`src/rtl/uart_pkg.sv`:
```
// Shared UART definitions: FSM state encoding, parity type codes and the
// default payload width. Used by the TX serializer and the RX parity checker.
package uart_pkg;

  localparam int DATA_WIDTH_DEF = 8;

  typedef enum logic [2:0] {
    IDLE   = 3'd0,
    START  = 3'd1,
    DATA   = 3'd2,
    PARITY = 3'd3,
    STOP   = 3'd4
  } state_e;

  localparam logic PAR_EVEN = 1'b0;
  localparam logic PAR_ODD  = 1'b1;

endpackage

```
`src/rtl/uart_tx_parity_calc.sv`:
```
// Parity generator: even parity is the XOR of the data bits, odd parity is
// its inverse. Purely combinational so the RX checker can share it.
module uart_tx_parity_calc
  import uart_pkg::*;
#(
  parameter int DATA_WIDTH = DATA_WIDTH_DEF
) (
  input  logic [DATA_WIDTH-1:0] data,
  input  logic                  par_typ,
  output logic                  par_bit
);

  // Reduce the data word and invert for odd parity
  always_comb begin
    par_bit = (par_typ == PAR_ODD) ? ~(^data) : (^data);
  end

endmodule

```
`src/rtl/uart_tx_serializer.sv`:
```
// UART transmit serializer: one bit per CLK cycle, start bit, LSB-first
// payload, optional parity bit, stop bit. TX_OUT and Busy are registered.
// Build option: define UART_TX_TWO_STOP_EN for a two-cycle stop bit.
module uart_tx_serializer
  import uart_pkg::*;
#(
  parameter int DATA_WIDTH = DATA_WIDTH_DEF
) (
  input  logic                  CLK,
  input  logic                  RST,
  input  logic [DATA_WIDTH-1:0] P_DATA,
  input  logic                  Data_Valid,
  input  logic                  PAR_EN,
  input  logic                  PAR_TYP,
  output logic                  TX_OUT,
  output logic                  Busy
);

  localparam int CW = (DATA_WIDTH > 1) ? $clog2(DATA_WIDTH) : 1;

  state_e                state_q, state_d;
  logic [CW-1:0]         cnt_q, cnt_d;
  logic [DATA_WIDTH-1:0] data_q, data_d;
  logic                  par_en_q, par_en_d;
  logic                  par_typ_q, par_typ_d;
  logic                  tx_q, tx_d;
  logic                  busy_q, busy_d;
  logic                  par_bit;
`ifdef UART_TX_TWO_STOP_EN
  logic                  stop2_q, stop2_d;
`endif

  // Parity always reflects the frame's latched byte and type
  uart_tx_parity_calc #(.DATA_WIDTH(DATA_WIDTH)) u_par (
    .data    (data_q),
    .par_typ (par_typ_q),
    .par_bit (par_bit)
  );

  // State and output registers; reset forces the line idle immediately
  always_ff @(posedge CLK or negedge RST) begin
    if (!RST) begin
      state_q   <= IDLE;
      cnt_q     <= '0;
      data_q    <= '0;
      par_en_q  <= 1'b0;
      par_typ_q <= 1'b0;
      tx_q      <= 1'b1;
      busy_q    <= 1'b0;
`ifdef UART_TX_TWO_STOP_EN
      stop2_q   <= 1'b0;
`endif
    end else begin
      state_q   <= state_d;
      cnt_q     <= cnt_d;
      data_q    <= data_d;
      par_en_q  <= par_en_d;
      par_typ_q <= par_typ_d;
      tx_q      <= tx_d;
      busy_q    <= busy_d;
`ifdef UART_TX_TWO_STOP_EN
      stop2_q   <= stop2_d;
`endif
    end
  end

  // Next state; tx_d is the bit the line carries while in state_d
  always_comb begin
    state_d   = state_q;
    cnt_d     = cnt_q;
    data_d    = data_q;
    par_en_d  = par_en_q;
    par_typ_d = par_typ_q;
    tx_d      = tx_q;
    busy_d    = busy_q;
`ifdef UART_TX_TWO_STOP_EN
    stop2_d   = stop2_q;
`endif
    case (state_q)
      IDLE: begin
        tx_d   = 1'b1;
        busy_d = 1'b0;
        if (Data_Valid) begin
          data_d    = P_DATA;
          par_en_d  = PAR_EN;
          par_typ_d = PAR_TYP;
          state_d   = START;
          tx_d      = 1'b0;
          busy_d    = 1'b1;
        end
      end
      START: begin
        state_d = DATA;
        cnt_d   = '0;
        tx_d    = data_q[0];
      end
      DATA: begin
        if (cnt_q == CW'(DATA_WIDTH - 1)) begin
          cnt_d = '0;
          if (par_en_q) begin
            state_d = PARITY;
            tx_d    = par_bit;
          end else begin
            state_d = STOP;
            tx_d    = 1'b1;
          end
        end else begin
          cnt_d = cnt_q + 1'b1;
          tx_d  = data_q[cnt_d];
        end
      end
      PARITY: begin
        state_d = STOP;
        tx_d    = 1'b1;
      end
      STOP: begin
        tx_d = 1'b1;
`ifdef UART_TX_TWO_STOP_EN
        if (!stop2_q) begin
          stop2_d = 1'b1;
        end else begin
          stop2_d = 1'b0;
          state_d = IDLE;
          busy_d  = 1'b0;
        end
`else
        state_d = IDLE;
        busy_d  = 1'b0;
`endif
      end
      default: begin
        state_d = IDLE;
        tx_d    = 1'b1;
        busy_d  = 1'b0;
      end
    endcase
  end

  assign TX_OUT = tx_q;
  assign Busy   = busy_q;

endmodule
```
`config.mk`:
```
export PLATFORM = sky130hd
export DESIGN_NAME = uart_tx_serializer
export DESIGN_NICKNAME = d
export VERILOG_FILES = /design/src/rtl/uart_pkg.sv /design/src/rtl/uart_tx_parity_calc.sv /design/src/rtl/uart_tx_serializer.sv
export SDC_FILE = /design/constraint.sdc
export NUM_CORES = 1
export LEC_CHECK = 0
export ABC_AREA = 1
export BUFFER_PORTS_ARGS = -buffer_cell sky130_fd_sc_hd__buf_2
export CORE_MARGIN = 4
export CORE_UTILIZATION = 32
export DETAILED_ROUTE_END_ITERATION = 10
export PLACE_DENSITY_LB_ADDON = 0.08
export SETUP_SLACK_MARGIN = 0.1
export SYNTH_ARGS = -nofsm -noshare
export SYNTH_HDL_FRONTEND = slang
export SYNTH_SLANG_ARGS = --single-unit
```
`constraint.sdc`:
```
create_clock -name CLK -period 5.1 [get_ports CLK]
set_clock_uncertainty 0.2 [all_clocks]
set_input_delay 0.255 -clock CLK [delete_from_list [all_inputs] [get_ports CLK]]
set_output_delay 0.255 -clock CLK [all_outputs]
set_load 0.02 [all_outputs]
```
* Word-level counts from Yosys, hierarchy flattened
Index checks and enable logic that the tools add are counted.
Storage, ports and cells: bits in registers 18, output and inout bits 2
Operators by class: mux-type cells 15, equal/unequal tests 6, bitwise gates (word level) 1, $lt $le $gt $ge 1, reductions and logical operators 6, add/sub/neg operators 1
Operators with widths (number):
- 2-to-1 mux 3 bit | 4
- case mux 3 bit (4 select lines) | 1
- XOR reduction 8 bit | 1
- equality test 3 x 2 -> 1 bit (second input constant) | 2
- 2-to-1 mux 1 bit | 6
- case mux 3 bit (2 select lines) | 1
- < comparator 3 x 4 -> 1 bit (second input constant) | 1
- inequality test 2 bit (second input constant) | 2
- AND reduction 2 bit | 2
- adder 3 x 1 -> 3 bit (second input constant) | 1
- binary-select mux 1 bit (select 3 bit) | 1
- equality test 3 x 1 -> 1 bit (second input constant) | 1
- equality test 3 bit (second input constant) | 1
- logical NOT 3 bit | 1
- case mux 1 bit (3 select lines) | 1
- OR reduction 3 bit | 1
- case mux 1 bit (2 select lines) | 1
- nonzero test 2 bit | 1
- inverter 1 bit | 1

* Depth between registers and ports, before layout
word-level depth 6, mapped depth 11, depth with buffers taken out 11

* Cells and area by module
Synthesis repeated with hierarchy kept, for this count alone.
Unflattened totals: cells, all modules 124, area, all modules 1029.7 µm²
Modules (own cells, without submodules):
- uart_tx_serializer | area an instance 865.8 µm², seq. area each 451.7 µm², cells each 86, instances 1
- uart_tx_parity_calc | area an instance 163.9 µm², seq. area each 0.0 µm², cells each 38, instances 1

* Worst setup path before layout
OpenSTA, ideal clock, no wires.
path type reg2reg, start point reg cnt_q[0], end point reg tx_q, in the netlist TX_OUT, data required time 4.825 ns, library setup time 0.075 ns, slack 3.444 ns, period minus slack after synthesis 1.656 ns, buffers on the path 0, data arrival time 1.380 ns, stages on the path, launching flop included 12, cells stage by stage dfrtp_1 -> ha_1 -> ha_1 -> inv_1 -> a21oi_1 -> o21ai_0 -> nand3_1 -> nand3_1 -> nand2_1 -> inv_1 -> nand2_1 -> nand2_1
On the way: longest elaborated chain between the ends 5
Ends and longest elaborated chain:
- from (decl) | line uart_tx_serializer.sv:22 | logic [CW-1:0] cnt_q, cnt_d;
- from (signal assigned) | line uart_tx_serializer.sv:55 | cnt_q <= cnt_d;
- adder 3 x 1 -> 3 bit | line uart_tx_serializer.sv:108 | cnt_d = cnt_q + 1'b1;
- binary-select mux 1 bit (select 3 bit) | line uart_tx_serializer.sv:109 | tx_d = data_q[cnt_d];
- 2-to-1 mux 1 bit (not written as such) | line uart_tx_serializer.sv:109
- 2-to-1 mux 1 bit (*) | line uart_tx_serializer.sv:98 | if (cnt_q == CW'(DATA_WIDTH - 1)) begin
- case mux 1 bit (3 select lines) (*) | line uart_tx_serializer.sv:79 | case (state_q)
- net tx_d | line uart_tx_serializer.sv:26 | logic tx_q, tx_d;
- to (signal assigned) | line uart_tx_serializer.sv:59 | tx_q <= tx_d;
- to (decl) | line uart_tx_serializer.sv:26
The timed path passes the listed nets; every way through them passes the cells marked *. The select of a mux whose other input is x is not followed. A chain may end at the register's enable or synchronous reset.

* Worst setup path in the final report
Ends and elaborated chain as after synthesis.

==> impl_metrics.prom <==
# TYPE chip_impl_metric gauge
chip_impl_info{name="status",value="complete, no violations"} 1
chip_impl_metric{name="die-area",unit="um2"} 4318
chip_impl_info{name="layout.cells.most_common_list",value="nand2_1 (37), inv_1 (18), dfrtp_1 (17)"} 1
chip_impl_metric{name="drc_errors",unit=""} 0
chip_impl_metric{name="vias_per_cell",unit=""} 4.370
chip_impl_info{name="rsz_0062_raised_after_global_routing",value="no"} 1
chip_impl_metric{name="cts.htree.levels",unit=""} 1
chip_impl_info{name="worst_setup_path_startpoint",value="cnt_q[0]$_DFFE_PN0P_"} 1
chip_impl_metric{name="placement_rows",unit=""} 20
chip_impl_metric{name="cp_max_fo",unit=""} 11
chip_impl_metric{name="synth_area",unit="um2"} 1066
chip_impl_metric{name="grt_overflow",unit=""} 0
chip_impl_metric{name="required",unit="ps"} 5160
chip_impl_metric{name="utilization",unit=""} 0.4224
chip_impl_metric{name="die_w",unit="um"} 65.72
chip_impl_metric{name="critPathArrivalTime",unit="ps"} 1970
chip_impl_info{name="worstHoldPathType",value="input port to flip-flop"} 1
chip_impl_metric{name="postSynthNetCount",unit=""} 144
chip_impl_info{name="min-delay-start",value="Data_Valid"} 1
chip_impl_metric{name="drv.max_cap_violation_count",unit=""} 0
chip_impl_metric{name="post_synth.cell_area_avg",unit="um2"} 8.264
chip_impl_metric{name="synth_adder_area_share",unit=""} 0.02347
chip_impl_metric{name="grt_start_max_net_pins",unit=""} 19
chip_impl_metric{name="fin_nets",unit=""} 172
chip_impl_metric{name="antenna_cells",unit=""} 0
chip_impl_metric{name="dpl.cell_count",unit=""} 185
chip_impl_metric{name="worst_case_headroom_to_the_max_slew_limit",unit=""} 0.7238
chip_impl_metric{name="cts_max_path_buffers",unit=""} 2
chip_impl_metric{name="final_max_slew_viol_count",unit=""} 0
chip_impl_metric{name="postRouteWirelength",unit="um"} 2077
chip_impl_metric{name="postCtsResizedCells",unit=""} 0
chip_impl_metric{name="achievable-frequency",unit="MHz"} 521.0
chip_impl_metric{name="post_synth_and_or_nand_nor_area_fraction",unit=""} 0.2582
chip_impl_metric{name="mapped_cells",unit=""} 129
chip_impl_metric{name="yosys-mux-area-fraction",unit=""} 0.05634
chip_impl_metric{name="initial_utilization",unit=""} 0.3408
chip_impl_metric{name="power.static_leakage",unit="nW"} 0.6829
chip_impl_info{name="root_buffer",value="clkbuf_4"} 1
chip_impl_metric{name="drt_iter0_drc",unit=""} 23
chip_impl_metric{name="globalplace.congestion",unit=""} 0.7780
chip_impl_metric{name="final-setup-viol-count",unit=""} 0
chip_impl_metric{name="vias_in_the_first_global_route",unit=""} 831
chip_impl_info{name="cp-end-kind",value="flip-flop"} 1
chip_impl_metric{name="cts.reportedPaths.clkPinSlew",unit="ps"} 110
chip_impl_metric{name="timing.final.crit_share",unit=""} 0.3764
chip_impl_metric{name="seq_area_frac_synth",unit=""} 0.4237
chip_impl_metric{name="finalCriticalPeriod",unit="ps"} 1919
chip_impl_info{name="layout_commonest_cell",value="nand2_1"} 1
chip_impl_info{name="critPathLaunchType",value="flip-flop"} 1
chip_impl_metric{name="place_hpwl",unit="um"} 1600
chip_impl_metric{name="cts_buffers",unit=""} 3
chip_impl_metric{name="io_pins",unit=""} 15
chip_impl_metric{name="clock_sinks",unit=""} 18
chip_impl_metric{name="final-instance-count-excl-fill",unit=""} 200
chip_impl_metric{name="ys_ff_latch",unit=""} 18
chip_impl_metric{name="syn2layout_area_growth",unit="%"} 23.94
chip_impl_metric{name="die_h",unit="um"} 65.72
chip_impl_metric{name="gr-usage-all-layers",unit=""} 0.1114
chip_impl_metric{name="detail_route.wl_per_cell",unit="um"} 10.39
chip_impl_info{name="worst_r2r_startpoint",value="cnt_q[0]$_DFFE_PN0P_"} 1
chip_impl_metric{name="yosys.cell_types.count",unit=""} 25
chip_impl_metric{name="synth_xor_area_frac",unit=""} 0.01643
chip_impl_info{name="tritoncts",value="built"} 1
chip_impl_metric{name="routed-via-count",unit=""} 874
chip_impl_metric{name="yosysWarningCount",unit=""} 0
chip_impl_metric{name="tns",unit="ps"} 0
chip_impl_metric{name="power.density",unit="nW/um2"} 620.8
chip_impl_info{name="crit_type",value="flip-flop to flip-flop"} 1
chip_impl_metric{name="drtAntennaViolNets",unit=""} 0
chip_impl_info{name="largest_family_of_logic_cells_by_synthesized_area",value="simple AND/OR/NAND/NOR gates"} 1
chip_impl_metric{name="timing_hold_violations_final",unit=""} 0
chip_impl_metric{name="worst_ir_drop_vdd",unit="V"} 0.0001954
chip_impl_metric{name="clock_latency",unit="ps"} 310
chip_impl_metric{name="first_pass_grt_wire_length",unit="um"} 3650
chip_impl_metric{name="number_of_antenna_violations_at_the_first_check_in_global_routing",unit=""} 0
chip_impl_metric{name="worst_margin_slew",unit="ps"} 414.3
chip_impl_metric{name="post_route_cells_drive_above_1_share",unit=""} 0.2564
chip_impl_metric{name="synth-compound-area-share",unit=""} 0.1362
chip_impl_metric{name="core",unit="um2"} 3128
chip_impl_metric{name="first_pass_iters",unit=""} 4
chip_impl_metric{name="port_buffers",unit=""} 14
[cells in the mapped netlist (all sizes together)]
cell type	number	area share
a2111oi	1	0.014
a21oi	11	0.073
buf	2	0.015
dfrtp	17	0.40
dfstp	1	0.025
ha	2	0.023
inv	20	0.070
mux2	4	0.056
nand2	41	0.16
nand3	7	0.033
nand3b	1	0.0070
nor2	8	0.035
nor3	2	0.020
o211ai	1	0.0070
o21ai	9	0.042
xnor2	1	0.0082
xor2	1	0.0082
[timing repair]
action / CTS / global route
hold buffers: 11 / 0
setup buffers: 0 / 0
hold endpoints to repair: 28 / 0
[metal layers]
metal	wire length (um)	track usage
met5	0	0
met1	1046	0.1497
met3	92	0.04103
met4	11	0.02332
met2	926	0.1702
[stage by stage]
step	setup slack (ps)	hold slack, ps	instance area, um2	total power [mW]
3_3_place_gp	3254	21.50	1175	0.7255
6_report	3181	152.5	1321	0.8203
4_1_cts	3185	141.8	1321	0.8347
5_1_grt	2886	177.6	1321	0.9128
3_5_place_dp	3207	18.50	1175	0.7320
2_1_floorplan	3444	-240.6	1066	0.6442
[registers in the layout, summed over array words and instances, names as in the netlist]
name       cells
Busy           1
TX_OUT         1
cnt_q          3
data_q         8
par_en_q       1
par_typ_q      1
state_q        3
[where the power goes]
group | leakage [nW] | switching, mW | internal (mW)
logic | 0.449 | 0.247 | 0.188
clock network | 0.0210 | 0.0492 | 0.0436
registers | 0.213 | 0.0780 | 0.215
total | 0.683 | 0.374 | 0.446
[kinds of logic (layout without fill, tap and decap cells)]
group                      count (synthesis)  in the layout
muxes                                      4              4
AOI/OAI and AO/OA                         22             22
buffers and inverters                     22             49
xor gates and xnor gates                   2              2
DFF                                       18             18
and+or+nand+nor                           59             59
adders and majority gates                  2              2
[critical path, cell delays in order (launching register included)]
cell     delay (ps)
dfrtp_1         490
ha_1            240
ha_1            330
inv_1            70
a21oi_1         110
o21ai_0          90
nand3_1          90
nand3_1          60
nand2_1          60
inv_1            30
nand2_1          50
nand2_1          40
[final cells by class]
| cell class | count | area (um2) |
|---|---|---|
| flip-flops and latches | 18 | 451.7 |
| inverters | 20 | 75.07 |
| fillers | 342 | 1807 |
| clock buffers | 4 | 36.28 |
| repair buffers | 25 | 180.2 |
| multi-input cells | 89 | 523.0 |
| well taps | 44 | 55.05 |
[final timing paths]
path | slack, ps | endpoint | cells past startpoint
worst max-delay path | 3180 | TX_OUT$_DFF_PN1_ | 11
worst min-delay path | 150 | state_q[2]$_DFFE_PN0P_ | 5
worst max register to register | 3180 | TX_OUT$_DFF_PN1_ | 11
worst min register to register | 340 | cnt_q[2]$_DFFE_PN0P_ | 2
max in group asynchronous | 4180 | TX_OUT$_DFF_PN1_ | 2
min in group asynchronous | 200 | state_q[1]$_DFFE_PN0P_ | 2
Power figures use the tool's default switching activity.
